## src/rtl/line_mem_pkg.sv

```systemverilog
// Shared types for the line memory responder: request/response type codes,
// FSM states and the line width.
package line_mem_pkg;

  localparam int LINE_W = 128;

  typedef enum logic [2:0] {
    MEM_READ  = 3'd0,
    MEM_WRITE = 3'd1,
    MEM_INIT  = 3'd2,
    MEM_ERR   = 3'd7
  } mem_type_e;

  typedef enum logic [1:0] {
    S_IDLE,
    S_ACCESS,
    S_RESP
  } state_e;

  // Types 3..7 fall through to read behaviour.
  function automatic logic is_store(input logic [2:0] t);
    return (t == MEM_WRITE) || (t == MEM_INIT);
  endfunction

endpackage

```

## src/rtl/line_mem_array.sv

```systemverilog
// Line storage: one synchronous write port, one combinational read port.
// Contents are intentionally not reset.
module line_mem_array
  import line_mem_pkg::*;
#(
  parameter int p_num_lines = 16,
  parameter int p_idx_w     = $clog2(p_num_lines)
) (
  input  logic               clk,
  input  logic               i_we,
  input  logic [p_idx_w-1:0] i_widx,
  input  logic [LINE_W-1:0]  i_wdata,
  input  logic [p_idx_w-1:0] i_ridx,
  output logic [LINE_W-1:0]  o_rdata
);

  logic [LINE_W-1:0] r_mem [p_num_lines];

  always_ff @(posedge clk) begin
    if (i_we) r_mem[i_widx] <= i_wdata;
  end

  assign o_rdata = r_mem[i_ridx];

endmodule

```

## src/rtl/line_mem_responder.sv

```systemverilog
// Latency-configurable 128-bit line memory with val/rdy request/response.
// Define LINE_MEM_RESPONDER_OOB_CHECK_EN to reject addresses above the array.
module line_mem_responder
  import line_mem_pkg::*;
#(
  parameter int p_num_lines = 16,
  parameter int p_latency   = 2
) (
  input  logic              clk,
  input  logic              reset,
  input  logic              memreq_val,
  output logic              memreq_rdy,
  input  logic [2:0]        memreq_type,
  input  logic [7:0]        memreq_opaque,
  input  logic [31:0]       memreq_addr,
  input  logic [LINE_W-1:0] memreq_data,
  output logic              memresp_val,
  input  logic              memresp_rdy,
  output logic [2:0]        memresp_type,
  output logic [7:0]        memresp_opaque,
  output logic [LINE_W-1:0] memresp_data
);

  localparam int IW = $clog2(p_num_lines);

  state_e            r_state;
  state_e            w_next;
  logic              r_alive;
  logic [3:0]        r_cnt;
  logic [2:0]        r_type;
  logic [7:0]        r_opq;
  logic [IW-1:0]     r_idx;
  logic [LINE_W-1:0] r_data;
  logic              r_oob;
  logic [LINE_W-1:0] r_resp_data;

  logic              w_xfer;
  logic              w_req_oob;
  logic              w_unused;
  logic              w_enter;
  logic              w_we;
  logic [2:0]        w_acc_type;
  logic [IW-1:0]     w_acc_idx;
  logic [LINE_W-1:0] w_acc_data;
  logic              w_acc_oob;
  logic [LINE_W-1:0] w_rd_data;

  assign memreq_rdy = r_alive && (r_state == S_IDLE);
  assign w_xfer     = memreq_val && memreq_rdy;

`ifdef LINE_MEM_RESPONDER_OOB_CHECK_EN
  assign w_req_oob = |memreq_addr[31:4+IW];
  assign w_unused  = ^memreq_addr[3:0];
`else
  assign w_req_oob = 1'b0;
  assign w_unused  = ^{memreq_addr[31:4+IW], memreq_addr[3:0]};
`endif

  // With zero latency the access happens on the transfer edge itself,
  // so the request fields are used before they are latched.
  always_comb begin
    w_acc_type = r_type;
    w_acc_idx  = r_idx;
    w_acc_data = r_data;
    w_acc_oob  = r_oob;
    if (r_state == S_IDLE) begin
      w_acc_type = memreq_type;
      w_acc_idx  = memreq_addr[4+IW-1:4];
      w_acc_data = memreq_data;
      w_acc_oob  = w_req_oob;
    end
  end

  always_comb begin
    w_next = r_state;
    unique case (r_state)
      S_IDLE: begin
        if (w_xfer)
          w_next = (p_latency == 0) ? S_RESP : S_ACCESS;
      end
      S_ACCESS: begin
        if (r_cnt == 4'd1) w_next = S_RESP;
      end
      S_RESP: begin
        if (memresp_rdy) w_next = S_IDLE;
      end
      default: w_next = S_IDLE;
    endcase
  end

  assign w_enter = (w_next == S_RESP) && (r_state != S_RESP);
  assign w_we    = w_enter && is_store(w_acc_type) && !w_acc_oob;

  line_mem_array #(
    .p_num_lines (p_num_lines),
    .p_idx_w     (IW)
  ) u_array (
    .clk     (clk),
    .i_we    (w_we),
    .i_widx  (w_acc_idx),
    .i_wdata (w_acc_data),
    .i_ridx  (w_acc_idx),
    .o_rdata (w_rd_data)
  );

  always_ff @(posedge clk or negedge reset) begin
    if (!reset) begin
      r_state     <= S_IDLE;
      r_alive     <= 1'b0;
      r_cnt       <= 4'd0;
      r_type      <= 3'd0;
      r_opq       <= 8'd0;
      r_idx       <= '0;
      r_data      <= '0;
      r_oob       <= 1'b0;
      r_resp_data <= '0;
    end else begin
      r_state <= w_next;
      r_alive <= 1'b1;
      if (w_xfer) begin
        r_cnt  <= 4'(p_latency);
        r_type <= memreq_type;
        r_opq  <= memreq_opaque;
        r_idx  <= memreq_addr[4+IW-1:4];
        r_data <= memreq_data;
        r_oob  <= w_req_oob;
      end else if (r_state == S_ACCESS) begin
        r_cnt <= r_cnt - 4'd1;
      end
      if (w_enter) begin
        if (is_store(w_acc_type) || w_acc_oob)
          r_resp_data <= '0;
        else
          r_resp_data <= w_rd_data;
      end
    end
  end

  assign memresp_val    = (r_state == S_RESP);
  assign memresp_opaque = memresp_val ? r_opq : 8'd0;
  assign memresp_data   = memresp_val ? r_resp_data : '0;
  assign memresp_type   = !memresp_val ? 3'd0 :
                          r_oob ? 3'(MEM_ERR) : r_type;

endmodule

```

## config.mk

```make
export PLATFORM = sky130hd
export DESIGN_NAME = line_mem_responder
export DESIGN_NICKNAME = d
export VERILOG_FILES = /design/src/rtl/line_mem_pkg.sv /design/src/rtl/line_mem_array.sv /design/src/rtl/line_mem_responder.sv
export SDC_FILE = /design/constraint.sdc
export NUM_CORES = 2
export LEC_CHECK = 0
export BUFFER_PORTS_ARGS = -buffer_cell sky130_fd_sc_hd__buf_2
export CAP_MARGIN = 0
export CORE_MARGIN = 4
export CORE_UTILIZATION = 35
export CTS_CLUSTER_SIZE = 8
export DETAILED_ROUTE_END_ITERATION = 8
export PLACE_DENSITY_LB_ADDON = 0.15
export SLEW_MARGIN = 10
export SYNTH_ARGS = -nofsm -noshare
export SYNTH_HDL_FRONTEND = slang
export SYNTH_SLANG_ARGS = --single-unit
export TNS_END_PERCENT = 50
```

## constraint.sdc

```tcl
create_clock -name clk -period 23.7 [get_ports clk]
set_clock_uncertainty 0.1 [all_clocks]
set_input_delay 2.37 -clock clk [delete_from_list [all_inputs] [get_ports clk]]
set_output_delay 2.37 -clock clk [all_outputs]
set_load 0.05 [all_outputs]
```

# Word level (Yosys, flattened, before mapping)

Memory sizes are Yosys's and may differ from the RTL's.
Index checks and enable logic that the tools add are counted.

Output and inout bits: 141
Memories kept: 1
Input bits: 175
RAM bits: 2048
Logic and storage cells: 39
Bits in registers: 278

Reduce and logical (&&, ||, !) cells: 7
Multiplexer cells: 15
Eq/ne operators: 7
Add/sub/neg operators: 1

Memory list:

| memory        | depth | bits a word | read ports | clocked after Yosys merged registers in | wr ports | line                 | text |
|---|---|---|---|---|---|---|---|
| u_array.r_mem | 16    | 128         | 1          | 0                                       | 1        | line_mem_array.sv:17 | `logic [LINE_W-1:0] r_mem [p_num_lines];` |

Operators with widths:

| operator                                             | number |
|---|---|
| two-way mux 128 bit                                  | 3 |
| two-way mux 4 bit                                    | 3 |
| two-way mux 8 bit                                    | 1 |
| two-way mux 2 bit                                    | 3 |
| two-way mux 3 bit                                    | 2 |
| one-hot mux 2 bit (3 select lines)                   | 1 |
| equality test 2 bit (second input constant)          | 2 |
| equality test 4 x 1 -> 1 bit (second input constant) | 1 |
| logical AND 1 bit                                    | 4 |
| subtractor 4 x 1 -> 4 bit (second input constant)    | 1 |
| equality test 3 x 1 -> 1 bit (second input constant) | 1 |
| equality test 3 x 2 -> 1 bit (second input constant) | 1 |
| equality test 2 x 1 -> 1 bit (second input constant) | 1 |
| logical NOT 2 bit                                    | 1 |
| two-way mux 1 bit                                    | 2 |
| inequality test 2 bit (second input constant)        | 1 |
| nonzero test 2 bit                                   | 1 |
| logical OR 1 bit                                     | 1 |

# Depth between registers and ports, before layout

Word-level depth: 10
Depth in mapped cells: 11
Depth with buffers taken out: 6

# Cells and area by module

Synthesis repeated with hierarchy kept, for this count alone.

Cells, all modules: 4313
Area total of the unflattened synthesis: 90708.2 µm²

Modules (own cells, without submodules):

| module             | area each (µm²) | cells each | seq. area each (µm²) | instances |
|---|---|---|---|---|
| line_mem_array     | 76882.5         | 3229       | 61499.0              | 1 |
| line_mem_responder | 13825.8         | 1084       | 6956.7               | 1 |

# Worst setup path after synthesis

No wires, ideal clock.

Path type: input port to flip-flop
Start: input port memreq_addr[5]
End: memory u_array.r_mem[1][0], enable pin
Data required time: 22.983 ns
Stages: 4
Library setup time: 0.617 ns
Arrival: 8.525 ns
Path buffers: 0
Slack: 14.458 ns
Cell sequence: or4b_1 -> o21ai_1 -> nand2_1 -> nor2_1

Cells in the longest elaborated chain, start to end: 1

Ends and longest elaborated chain:

| item               | line                     | text |
|---|---|---|
| start: declaration | line_mem_responder.sv:15 | `input logic [31:0] memreq_addr,` |
| two-way mux 4 bit  | line_mem_responder.sv:66 | `if (r_state == S_IDLE) begin` |
| end: declaration   | line_mem_array.sv:17     |  |

No other way between the ends.

# Worst setup path in the final report

Start: input port memreq_addr[5]
End: register r_resp_data[2]

Cells in the longest elaborated chain, start to end: 3

Ends and longest elaborated chain:

| item                       | line                      | text |
|---|---|---|
| two-way mux 4 bit          | line_mem_responder.sv:66  |  |
| memory read (16 x 128 bit) | -                         |  |
| two-way mux 128 bit        | line_mem_responder.sv:131 | `if (is_store(w_acc_type) \|\| w_acc_oob)` |
| end signal: assignment     | line_mem_responder.sv:134 | `r_resp_data <= w_rd_data;` |
| end: declaration           | line_mem_responder.sv:35  | `logic [LINE_W-1:0] r_resp_data;` |

No other way between the ends.
A chain may end at the register's enable or synchronous reset.

==> metrics <==
Sequential cell area 68500 um^2; DR WL/cell 28.5 um; Net Count, Synth 5544; initial antenna violation count 21; Pins Over Slew Limit 0; Die Y 503 um; clk buf depth 4; Die Wd 503 um; Post-Synthesis Cell Area 85900 um^2; Finished Core Util 41.1%; Final #Nets 5907; Distinct cells, synth 45; clock buffer count from CTS 342; vias per cell 5.52; post-synthesis mux area share 1.88%; Static Leakage 33.6 nW; Top-Level Pins 316; period utilisation layout 26.6%; root buf cell clkbuf_16; area taken by multi-input logic gates 15800 um^2; status completed; Worst-path clk slew 0.05 ns; Post-CTS Hold Buffers 0; Cell Rows 181; # clock sinks 2326; Synth Area in Compound Gates 11.7%; post-synthesis simple-gate area fraction 4.56%; placed cells 8588; Initial Util 35.2%; Area Overhead vs Synth 16.8%; clock group share of total power 31.7%; most frequent cells in the layout edfxtp_1 (2048), o22ai_1 (966), nand2_1 (521), clkbuf_16 (347), o21ai_1 (330); Starting DRT DRC Count 4856; worst hold path type reg -> reg; Vias 50700; Routed Antenna Nets 0; sequential fraction of the synthesis area 79.7%; net switching power 4.71 mW; min cycle time layout 6.30 ns; overflow left after global routing 0; hold_ws 0.372 ns; vias in the first global route 52100; GRT Total Usage 20.2%; predominant post-synthesis flop cell edfxtp_1; worst-skew pair later-pin latency 0.92 ns; DRC errors left 0; Post-synth EDFFs 2048; crit path kind in -> reg; gpl congestion 0.693; RSZ-0062 raised after global routing no; layout cells sized above 1 16.3%; Synth Area per Inst 16.0 um^2; Synth Register Bits 2326; register share of total power 40.7%; f_max 159 MHz; worst vdd ir 117 uV; Setup Viol. Count Final 0; xor/xnor share of the synthesized area 0.0510%; H-tree depth 5; max-cap viol count 0; overall power 13.8 mW; Warnings, synthesis 0; Syn Inst Count 5367; Slew headroom 23.6%; pwr dens 138 nW/um^2; post-cts resize count 0; ys async rst share 12.0%; Post-Synth Adder-Cell Area 0.0291%; Final Hold Fails 0; Slew @ Worst Pin 1.15 ns; Core Box Area 244000 um^2; crit path max fanout 74; full die area 253000 um^2; fillers 22200; Arr. time, crit path 7.05 ns; most common library cell in the layout ignoring fill and taps edfxtp_1; largest net degree at the start of global routing 155; Port Buf Inserts 287; final wirelength 261000 um; CTS tree done; post-route setup TNS 0 ns; internal power 9.12 mW; first-pass GRT wire length 373000 um; crit end category flip-flop; Pre-antenna DRT Iters 5; largest family of logic cells by synthesized area compound AO/OA/AOI/OAI gates; hpwl dp 123000 um; Critical Path Source Type primary input; Post-CTS Setup Inserts 0; final cell count without fillers 9174; Sw Share 34.1%; Comb pwr share 27.5%; Required @ worst endpoint 24.45 ns
[cell usage after synthesis, drive strengths merged, types with 4 or more instances]
master / number / area (um^2)
a21oi: 4 / 20.0
a22oi: 8 / 60.1
and2: 140 / 876
and3: 9 / 56.3
buf: 194 / 1080
clkbuf: 177 / 666
dfrtp: 278 / 6960
edfxtp: 2048 / 61500
mux2: 143 / 1610
nand2: 523 / 1960
nand2b: 5 / 31.3
nand3b: 4 / 30.0
nand4: 127 / 795
nor2: 16 / 67.6
o21a: 4 / 31.3
o21ai: 640 / 3210
o22ai: 1016 / 6670
xnor2: 4 / 35.0
[kinds of logic after synthesis]
group,count (synthesis)
flops,2326
simple gates,837
buf+inv,373
fa+ha+maj,2
xor+xnor,5
compound gates,1680
other cells,1
mux,143
[power groups by stage]
| stage | sequential (mW) | clock [mW] | combinational, mW |
|---|---|---|---|
| final | 5.64 | 4.39 | 3.81 |
| after global routing | 5.67 | 4.67 | 4.14 |
| after floorplan | 5.63 | 0 | 2.42 |
| after detailed placement | 5.71 | 0 | 3.84 |
| after global placement | 5.70 | 0 | 3.79 |
| after CTS | 5.64 | 4.48 | 3.84 |
[cell type report]
type / instances / area share (%)
Clock buffer: 572 / 9.51
Clock inverter: 8 / 0.0861
Timing Repair Buffer: 390 / 2.31
Antenna cell: 6 / 0.0150
Multi-Input combinational cell: 2668 / 15.8
Sequential cell: 2326 / 68.3
Inverter: 2 / 0.00749
Tap cell: 3202 / 4.00
[worst max-delay path, cell delays in order]
cell and delay (ns):
buf_2 0.13, or4b_1 0.20, o21a_4 0.81, buf_4 0.78
buf_4 0.92, buf_4 0.80, o22ai_1 0.17, o21ai_0 0.24
nand4_1 0.25, o21ai_1 0.18
[flip-flops by register name, indices dropped and copies added, names as in the netlist]
signal	count
u_array.r_mem	2048
r_data	128
r_resp_data	128
r_opq	8
r_cnt	4
r_idx	4
r_type	3
r_state	2
r_alive	1
[final timing paths]
| kind | start | endpoint | slack [ns] | depth (start not counted) |
|---|---|---|---|---|
| worst min register to register | r_resp_data[52] | r_resp_data[52] | 0.37 | 2 |
| min in group asynchronous | reset | r_data[18] | 1.30 | 1 |
| worst min-delay path | r_resp_data[52] | r_resp_data[52] | 0.37 | 2 |
| worst max-delay path | memreq_addr[5] | r_resp_data[2] | 17.40 | 10 |
| max in group asynchronous | reset | r_data[84] | 20.30 | 3 |
| worst max register to register | r_state[0] | r_resp_data[66] | 17.72 | 11 |
[through the flow]
step           instance area (um^2)  setup WS (ns)
2_1_floorplan                 85900          14.46
3_3_place_gp                  90600          16.41
3_5_place_dp                  90600          16.41
4_1_cts                      100000          17.42
5_1_grt                      100000          17.09
6_report                     100000          17.40
[routing by layer]
metal,up-vias,global-route usage (%),wire (um)
met4,6,6.18,6600
met3,364,3.11,14100
met1,26500,27.9,116000
met5,-,0,34
met2,1630,33.0,125000
li1,22100,-,-
(Power assumes the default switching activity.)
